$ cat src/rtl/muon_daq_pkg.sv
// Shared definitions for the muon DAQ chain.
// State encoding, default widths and saturation limit.
package muon_daq_pkg;

   localparam int CNT_W  = 16;
   localparam int HOLD_W = 12;
   localparam int STAT_W = 32;

   localparam logic [STAT_W-1:0] SAT_MAX = '1;

   typedef logic [1:0] state_t;

   localparam state_t IDLE    = 2'd0;
   localparam state_t WINDOW  = 2'd1;
   localparam state_t REPORT  = 2'd2;
   localparam state_t HOLDOFF = 2'd3;

endpackage

$ cat src/rtl/muon_decay_sequencer_sat_counter.sv
// Saturating up-counter with synchronous clear.
// Holds at all-ones instead of wrapping.
module sat_counter #(
   parameter int W = 32
) (
   input  logic         clk,
   input  logic         clr,
   input  logic         inc,
   output logic [W-1:0] q
);

   logic [W-1:0] q_q;
   logic [W-1:0] q_d;

   // next count: clear wins, then increment unless already full
   always_comb begin
      q_d = q_q;
      if (clr) begin
         q_d = '0;
      end else if (inc && (q_q != {W{1'b1}})) begin
         q_d = q_q + W'(1);
      end
   end

   // count register
   always_ff @(posedge clk) begin
      q_q <= q_d;
   end

   assign q = q_q;

endmodule

$ cat src/rtl/muon_decay_sequencer.sv
// Turns threshold-trigger pulses into muon decay intervals.
// Start edge opens a window; a second edge reports the interval.
module muon_decay_sequencer #(
   parameter int CNT_W  = muon_daq_pkg::CNT_W,
   parameter int HOLD_W = muon_daq_pkg::HOLD_W,
   parameter int STAT_W = muon_daq_pkg::STAT_W
) (
   input  logic              adc_clk,
   input  logic              adc_rst,
   input  logic              enable,
   input  logic              trig_in,
   input  logic [CNT_W-1:0]  veto_len,
   input  logic [CNT_W-1:0]  window_len,
   input  logic [HOLD_W-1:0] holdoff_len,
   output logic              evt_valid,
   input  logic              evt_ready,
   output logic [CNT_W-1:0]  evt_dt,
   output logic              busy,
   output logic [STAT_W-1:0] n_events,
   output logic [STAT_W-1:0] n_timeouts,
   output logic [STAT_W-1:0] n_lost
);

   import muon_daq_pkg::*;

   state_t            state_q, state_d;
   logic              trig_d_q;
   logic [CNT_W-1:0]  cnt_q, cnt_d;
   logic [CNT_W-1:0]  veto_q, veto_d;
   logic [CNT_W-1:0]  win_q, win_d;
   logic [CNT_W-1:0]  dt_q, dt_d;
   logic [HOLD_W-1:0] hcnt_q, hcnt_d;
   logic              valid_q, valid_d;

   logic edge_s;
   logic hit;
   logic tmo;
   logic inc_evt;
   logic inc_tmo;
   logic inc_lost;

   assign edge_s = trig_in & ~trig_d_q;
   assign hit    = edge_s && (cnt_q >= veto_q) && (cnt_q <= win_q);
   assign tmo    = !hit && (cnt_q >= win_q);

   // sequencer next-state, interval and holdoff counting
   always_comb begin
      state_d  = state_q;
      cnt_d    = cnt_q;
      veto_d   = veto_q;
      win_d    = win_q;
      dt_d     = dt_q;
      hcnt_d   = hcnt_q;
      valid_d  = valid_q;
      inc_evt  = 1'b0;
      inc_tmo  = 1'b0;
      inc_lost = 1'b0;
      if (!enable) begin
         state_d = IDLE;
         valid_d = 1'b0;
      end else begin
         unique case (state_q)
            IDLE: begin
               if (edge_s) begin
                  state_d = WINDOW;
                  cnt_d   = CNT_W'(1);
                  veto_d  = veto_len;
                  win_d   = window_len;
               end
            end
            WINDOW: begin
               if (cnt_q <= win_q) begin
                  cnt_d = cnt_q + CNT_W'(1);
               end
               if (hit) begin
                  state_d = REPORT;
                  dt_d    = cnt_q;
                  valid_d = 1'b1;
                  inc_evt = 1'b1;
               end else if (tmo) begin
                  state_d = HOLDOFF;
                  hcnt_d  = holdoff_len;
                  inc_tmo = 1'b1;
               end
            end
            REPORT: begin
               inc_lost = edge_s;
               if (evt_ready) begin
                  state_d = HOLDOFF;
                  hcnt_d  = holdoff_len;
                  valid_d = 1'b0;
               end
            end
            HOLDOFF: begin
               inc_lost = edge_s;
               if (hcnt_q <= HOLD_W'(1)) begin
                  state_d = IDLE;
               end else begin
                  hcnt_d = hcnt_q - HOLD_W'(1);
               end
            end
            default: state_d = IDLE;
         endcase
      end
   end

   // state and datapath registers
   always_ff @(posedge adc_clk) begin
      if (adc_rst) begin
         state_q  <= IDLE;
         trig_d_q <= 1'b0;
         cnt_q    <= '0;
         veto_q   <= '0;
         win_q    <= '0;
         dt_q     <= '0;
         hcnt_q   <= '0;
         valid_q  <= 1'b0;
      end else begin
         state_q  <= state_d;
         trig_d_q <= trig_in;
         cnt_q    <= cnt_d;
         veto_q   <= veto_d;
         win_q    <= win_d;
         dt_q     <= dt_d;
         hcnt_q   <= hcnt_d;
         valid_q  <= valid_d;
      end
   end

   sat_counter #(.W(STAT_W)) u_events (
      .clk (adc_clk),
      .clr (adc_rst),
      .inc (inc_evt),
      .q   (n_events)
   );

   sat_counter #(.W(STAT_W)) u_timeouts (
      .clk (adc_clk),
      .clr (adc_rst),
      .inc (inc_tmo),
      .q   (n_timeouts)
   );

   sat_counter #(.W(STAT_W)) u_lost (
      .clk (adc_clk),
      .clr (adc_rst),
      .inc (inc_lost),
      .q   (n_lost)
   );

   assign evt_valid = valid_q;
   assign evt_dt    = dt_q;
   assign busy      = (state_q != IDLE);

endmodule

$ cat config.mk
export PLATFORM = sky130hd
export DESIGN_NAME = muon_decay_sequencer
export DESIGN_NICKNAME = d
export VERILOG_FILES = /design/src/rtl/muon_daq_pkg.sv /design/src/rtl/muon_decay_sequencer_sat_counter.sv /design/src/rtl/muon_decay_sequencer.sv
export SDC_FILE = /design/constraint.sdc
export NUM_CORES = 1
export LEC_CHECK = 0
export CAP_MARGIN = 20
export CORE_UTILIZATION = 58
export CTS_CLUSTER_SIZE = 24
export DETAILED_ROUTE_END_ITERATION = 7
export DONT_BUFFER_PORTS = 1
export PLACE_DENSITY = 0.74
export SETUP_SLACK_MARGIN = 0.02
export SYNTH_ARGS = -nofsm -noshare
export SYNTH_HDL_FRONTEND = slang
export SYNTH_SLANG_ARGS = --single-unit
export TNS_END_PERCENT = 50
$ cat constraint.sdc
create_clock -name adc_clk -period 8.3 [get_ports adc_clk]
set_clock_uncertainty 0.15 [all_clocks]
set_input_delay 2.075 -clock adc_clk [delete_from_list [all_inputs] [get_ports adc_clk]]
set_output_delay 2.075 -clock adc_clk [all_outputs]
set_load 0.05 [all_outputs]
; ---- Yosys cells after proc, flatten, opt, wreduce, memory -nomap -nowiden
; Index checks and enable logic that the tools add are counted.
; Widths: inputs -> output; s select.
[word_totals]
register_bits = 176
in_bits = 49
out_inout_bits = 114
elab_cells = 84
[classes]
add_sub_neg = 5
magnitude_cmp = 4
eq_ne = 15
muxes = 26
bitwise_logic = 3
reduce_logical = 20
[op_table]
columns = operator, count
row1 = $add 32x1->32 const B, 3
row2 = $ne 32x32->1 const B, 3
row3 = $mux 12, 4
row4 = $pmux 12 s3, 1
row5 = $ge 16x16->1, 2
row6 = $mux 16, 2
row7 = $pmux 16 s2, 1
row8 = $add 16x1->16 const B, 1
row9 = $le 16x16->1, 1
row10 = $ne 2x2->1 const B, 8
row11 = $le 12x1->1 const B, 1
row12 = $sub 12x1->12 const B, 1
row13 = $mux 1, 11
row14 = $mux 2, 5
row15 = $reduce_and 3->1, 3
row16 = $pmux 2 s4, 1
row17 = $reduce_and 4->1, 2
row18 = $logic_and 1x1->1, 6
row19 = $reduce_and 6->1, 1
row20 = $reduce_bool 2->1, 3
row21 = $eq 2x2->1 const B, 2
row22 = $reduce_or 2->1, 2
row23 = $ne 3x3->1 const B, 1
row24 = $reduce_bool 3->1, 1
row25 = other kinds (6), 7

; ---- Depth between registers and ports, before layout
[depth]
ltp_word = 11
ltp_mapped = 12
ltp_nobuf = 9

; ---- Modules after synthesis
; Synthesis repeated with hierarchy kept, for this count alone.
[hier_totals]
hier_cells = 1129
hier_area_um2 = 9467.8
[modules_own_cells]
columns = module, n_inst, cells_each, area_each_um2, seq_area_each_um2
row1 = muon_decay_sequencer, 1, 536, 4449.3, 1601.5
row2 = sat_counter at u_events ..., 2, 199, 1674.1, 640.6
row3 = sat_counter at u_timeouts, 1, 195, 1670.4, 640.6

; ---- Least setup slack after synthesis
; No wires, ideal clock.
[synth_timing]
path_kind = input to register
from = input port trig_in
to = register cnt_q[14]
setup_time_ps = 71
arrival_time_ps = 3536
required_time_ps = 8079
path_slack_ps = 4543
stages = 7
n_path_buf = 1
cell_sequence = nor2b_1 -> mux2i_1 -> nor4b_1 -> o21ai_0 -> buf_2 -> or4_1 -> a21oi_1
[synth_between]
elab_chain_cells = 3
[synth_rtl]
columns = item, line
row1 = "start, declared", muon_decay_sequencer.sv:11  ; input logic trig_in,
row2 = $and 1x1->1, muon_decay_sequencer.sv:42  ; assign edge_s = trig_in & ~trig_d_q;
row3 = $ne 2x2->1 (no line), -
row4 = $reduce_and 4->1 (no line), -
row5 = "end signal, assigned", muon_decay_sequencer.sv:121  ; cnt_q <= cnt_d;
row6 = "end, declared", muon_decay_sequencer.sv:28  ; logic [CNT_W-1:0] cnt_q, cnt_d;
; No other way between the ends.
; A chain may end at the register's enable or synchronous reset.

; ---- Worst setup path after layout
[layout_timing]
from = register state_q[0]
to = output port busy
[layout_between]
elab_chain_cells = 1
[layout_rtl]
columns = item, line
row1 = "start, declared", muon_decay_sequencer.sv:26  ; state_t state_q, state_d;
row2 = "start signal, assigned", muon_decay_sequencer.sv:119  ; state_q <= state_d;
row3 = $reduce_bool 2->1, muon_decay_sequencer.sv:153  ; assign busy = (state_q != IDLE);
row4 = "end, declared", muon_decay_sequencer.sv:18  ; output logic busy,
; No other way between the ends.

==> metrics.cfg <==
[cts]
tritoncts=built
post_cts_buffers=0
clk_pin_slew_ps=60
cts_num_sinks=176
cts_buffers=17
htree_levels=4
ctsHoldBuffers=0
root_buffer=clkbuf_16
post_cts_resize_count=0
clock_path_buffers=2
clock_latency_ps=430

[setup_path]
crit_fanout=6
cp-start-kind=flip-flop
path_class=flip-flop to output port
cp.required_ps=6080
end_kind=output port
cp_common_cell=inv_1
max_stage_delay_ps=420
worstPathCellList=inv_1, ha_1, inv_1
critPathArrivalTime_ps=1600
worst_path_max_delay_cell=inv_1

[synth]
synth.distinct_cells=73
synth_top_cell_by_area=dfxtp_1
syn_nets=1225
syn_area_um2=9293
synth_area_per_cell_um2=8.195
synth_top_cells_by_count=dfxtp_1, nand2_1, nor2_1
synth_seq_area_share=0.3792
netlist.area_leader.share=0.3792
ys_ff_latch=176
synth_ff_type=dfxtp_1
yosys-top-cells-area=dfxtp_1, a21oi_1, ha_1
async_flop_share=0
syn_inst=1134
synth_edf_count=0
yosys_warnings=0
synthMostInstantiatedCell=dfxtp_1

[place]
dp.cells=1296
globalplace.congestion=0.8486
placed_area_um2=9343
hpwl_um=14930
port_buffers=0

[cells_and_area]
syn2layout_area_growth_pct=6.705
final_cells=1328
layout-drive-gt1-share=0.07073
finalInstanceArea_um2=9916
fin_nets=1196
multi_input_area_um2=5300
regArea_um2=3523
n_antenna_cell=0
fillers=1406

[sta]
relSlewSlack=0.2723
hold_violations=0
max_clock_freq_ghz=0.2614
slew_violations=0
rsz0062_at_grt=false
setup_viol=0
setup_tns_ps=0
period_needed_ps=3826
fin_crit_sh=0.4609
tightestPinTransition_ps=1080

[grt]
gr-total-overflow=0
antenna_found_initial=0
grt_max_degree=178
grt_pass1_vias=7358
grtUsageTotal=0.2619
grt_pass1_wl_um=34960

[routing]
first_pass_iters=5
dr_wl_met2_um=9914
drtIter0Drc=461
topRoutingLayerUsed=met4
vias=7933
vias_per_cell=5.974
wl_met1_um=9749
routed_wl_um=21470
wl_met3_um=1503
postRouteAntennaNets=0
wl_per_cell_um=16.17
drc=0

[die]
start_util=0.6024
die-area_um2=16530
core_um2=15430
floorplan.rows=45
pin_count=163
die_w_um=128.6
die_h_um=128.6

[power]
power_density_nw_per_um2=176.6
vdd_drop_max_v=0.0001305
p_leak_nw=3.428

[status]
status=completed

[run]
drv_cap=0

[worst_hold_path]
hold_class=flip-flop to flip-flop

-- flip-flops by register name, indices dropped and copies added, names as in the netlist --
name          flops
u_timeouts.q     32
evt_valid         1
u_lost.q         32
cnt_q            16
u_events.q       32
evt_dt           16
trig_d_q          1
state_q           2
hcnt_q           12
veto_q           16
win_q            16
-- worst max-delay path, delay by kind of cell (launching register included) --
| family | cells | cell delay, ps |
|---|---|---|
| fa+ha+maj | 1 | 280 |
| buf+inv | 2 | 500 |
| flops | 1 | 390 |
-- logic make-up (layout without fill, tap and decap cells) --
| group | after synthesis | after routing | share of synthesized area |
|---|---|---|---|
| AO/OA/AOI/OAI | 230 | 230 | 0.1551 |
| adder cells (fa/ha/maj) | 42 | 42 | 0.05655 |
| flip-flops | 176 | 176 | 0.3792 |
| buffers and inverters | 112 | 95 | 0.05049 |
| XOR/XNOR | 42 | 42 | 0.03958 |
| AND/OR/NAND/NOR | 493 | 493 | 0.2747 |
| multiplexers | 39 | 39 | 0.04443 |
-- metal layers --
metal	up-vias	track usage
met3	26	0.07443
met2	200	0.4372
met4	0	0.08235
met1	3706	0.3264
met5	-	0
li1	4001	-
-- through the flow --
| step | setup slack [ps] | util | power, W | hold slack [ps] |
|---|---|---|---|---|
| 5_1_grt | 4385 | 0.6427 | 0.001818 | 320.7 |
| 4_1_cts | 4450 | 0.6411 | 0.001761 | 299.9 |
| 6_report | 4474 | 0.6427 | 0.001751 | 303.0 |
| 3_5_place_dp | 4182 | 0.6056 | 0.001018 | 291.2 |
| 3_3_place_gp | 4270 | 0.6056 | 0.001017 | 288.5 |
| 2_1_floorplan | 4543 | - | 0.001003 | 286.3 |
-- cells in the final DEF, fill, tap and decap left out, types with 3 or more instances in the layout --
cell	instances
nand3_1	47
clkinv_2	6
nor2_1	116
nand2b_1	5
xnor2_1	29
o211ai_1	7
nor2b_1	23
and2_1	7
or4_1	19
or3_1	28
buf_4	5
o2bb2ai_1	3
nor3_1	22
clkinvlp_4	3
a21oi_1	110
mux2i_1	21
a31oi_1	3
and4_1	11
mux2_2	18
dfxtp_1	176
o32ai_1	5
inv_1	58
clkbuf_16	18
nand4_1	32
nor4_1	19
nand2_1	127
o21ai_0	43
nand3b_1	3
xor2_1	13
and3_1	16
a211oi_1	5
o31ai_1	18
a31o_2	5
o2111ai_1	4
nor4b_1	3
ha_1	42
o21ai_1	3
o21a_1	4
-- area by class of cell --
type,count,area share
clock buffers,20,0.04606
well taps,211,0.02662
inverters,58,0.02196
multi-input cells,846,0.5345
flip-flops and latches,176,0.3553
repair buffers,6,0.006309
clock inverters,11,0.009211
-- report_power, final --
group	total [W]	leakage, nW	switching, W	internal, W
Combinational	0.000134	1.74	0.0000886	0.0000450
Sequential	0.000868	1.42	0.0000107	0.000857
Clock	0.000750	0.267	0.000326	0.000424
Total	0.00175	3.43	0.000425	0.00133
-- final timing paths --
path | start | endpoint | slack (ps) | depth (start not counted)
worst min register to register | win_q[9]$_SDFFE_PP0P_ | win_q[9]$_SDFFE_PP0P_ | 300 | 2
worst max register to register | cnt_q[5]$_SDFFE_PP0P_ | u_events.q[18]$_SDFFE_PP0P_ | 4580 | 9
worst min-delay path | win_q[9]$_SDFFE_PP0P_ | win_q[9]$_SDFFE_PP0P_ | 300 | 2
worst max-delay path | state_q[0]$_SDFFE_PP0P_ | busy | 4470 | 3
Note: power is estimated with default switching activity, not from simulation.
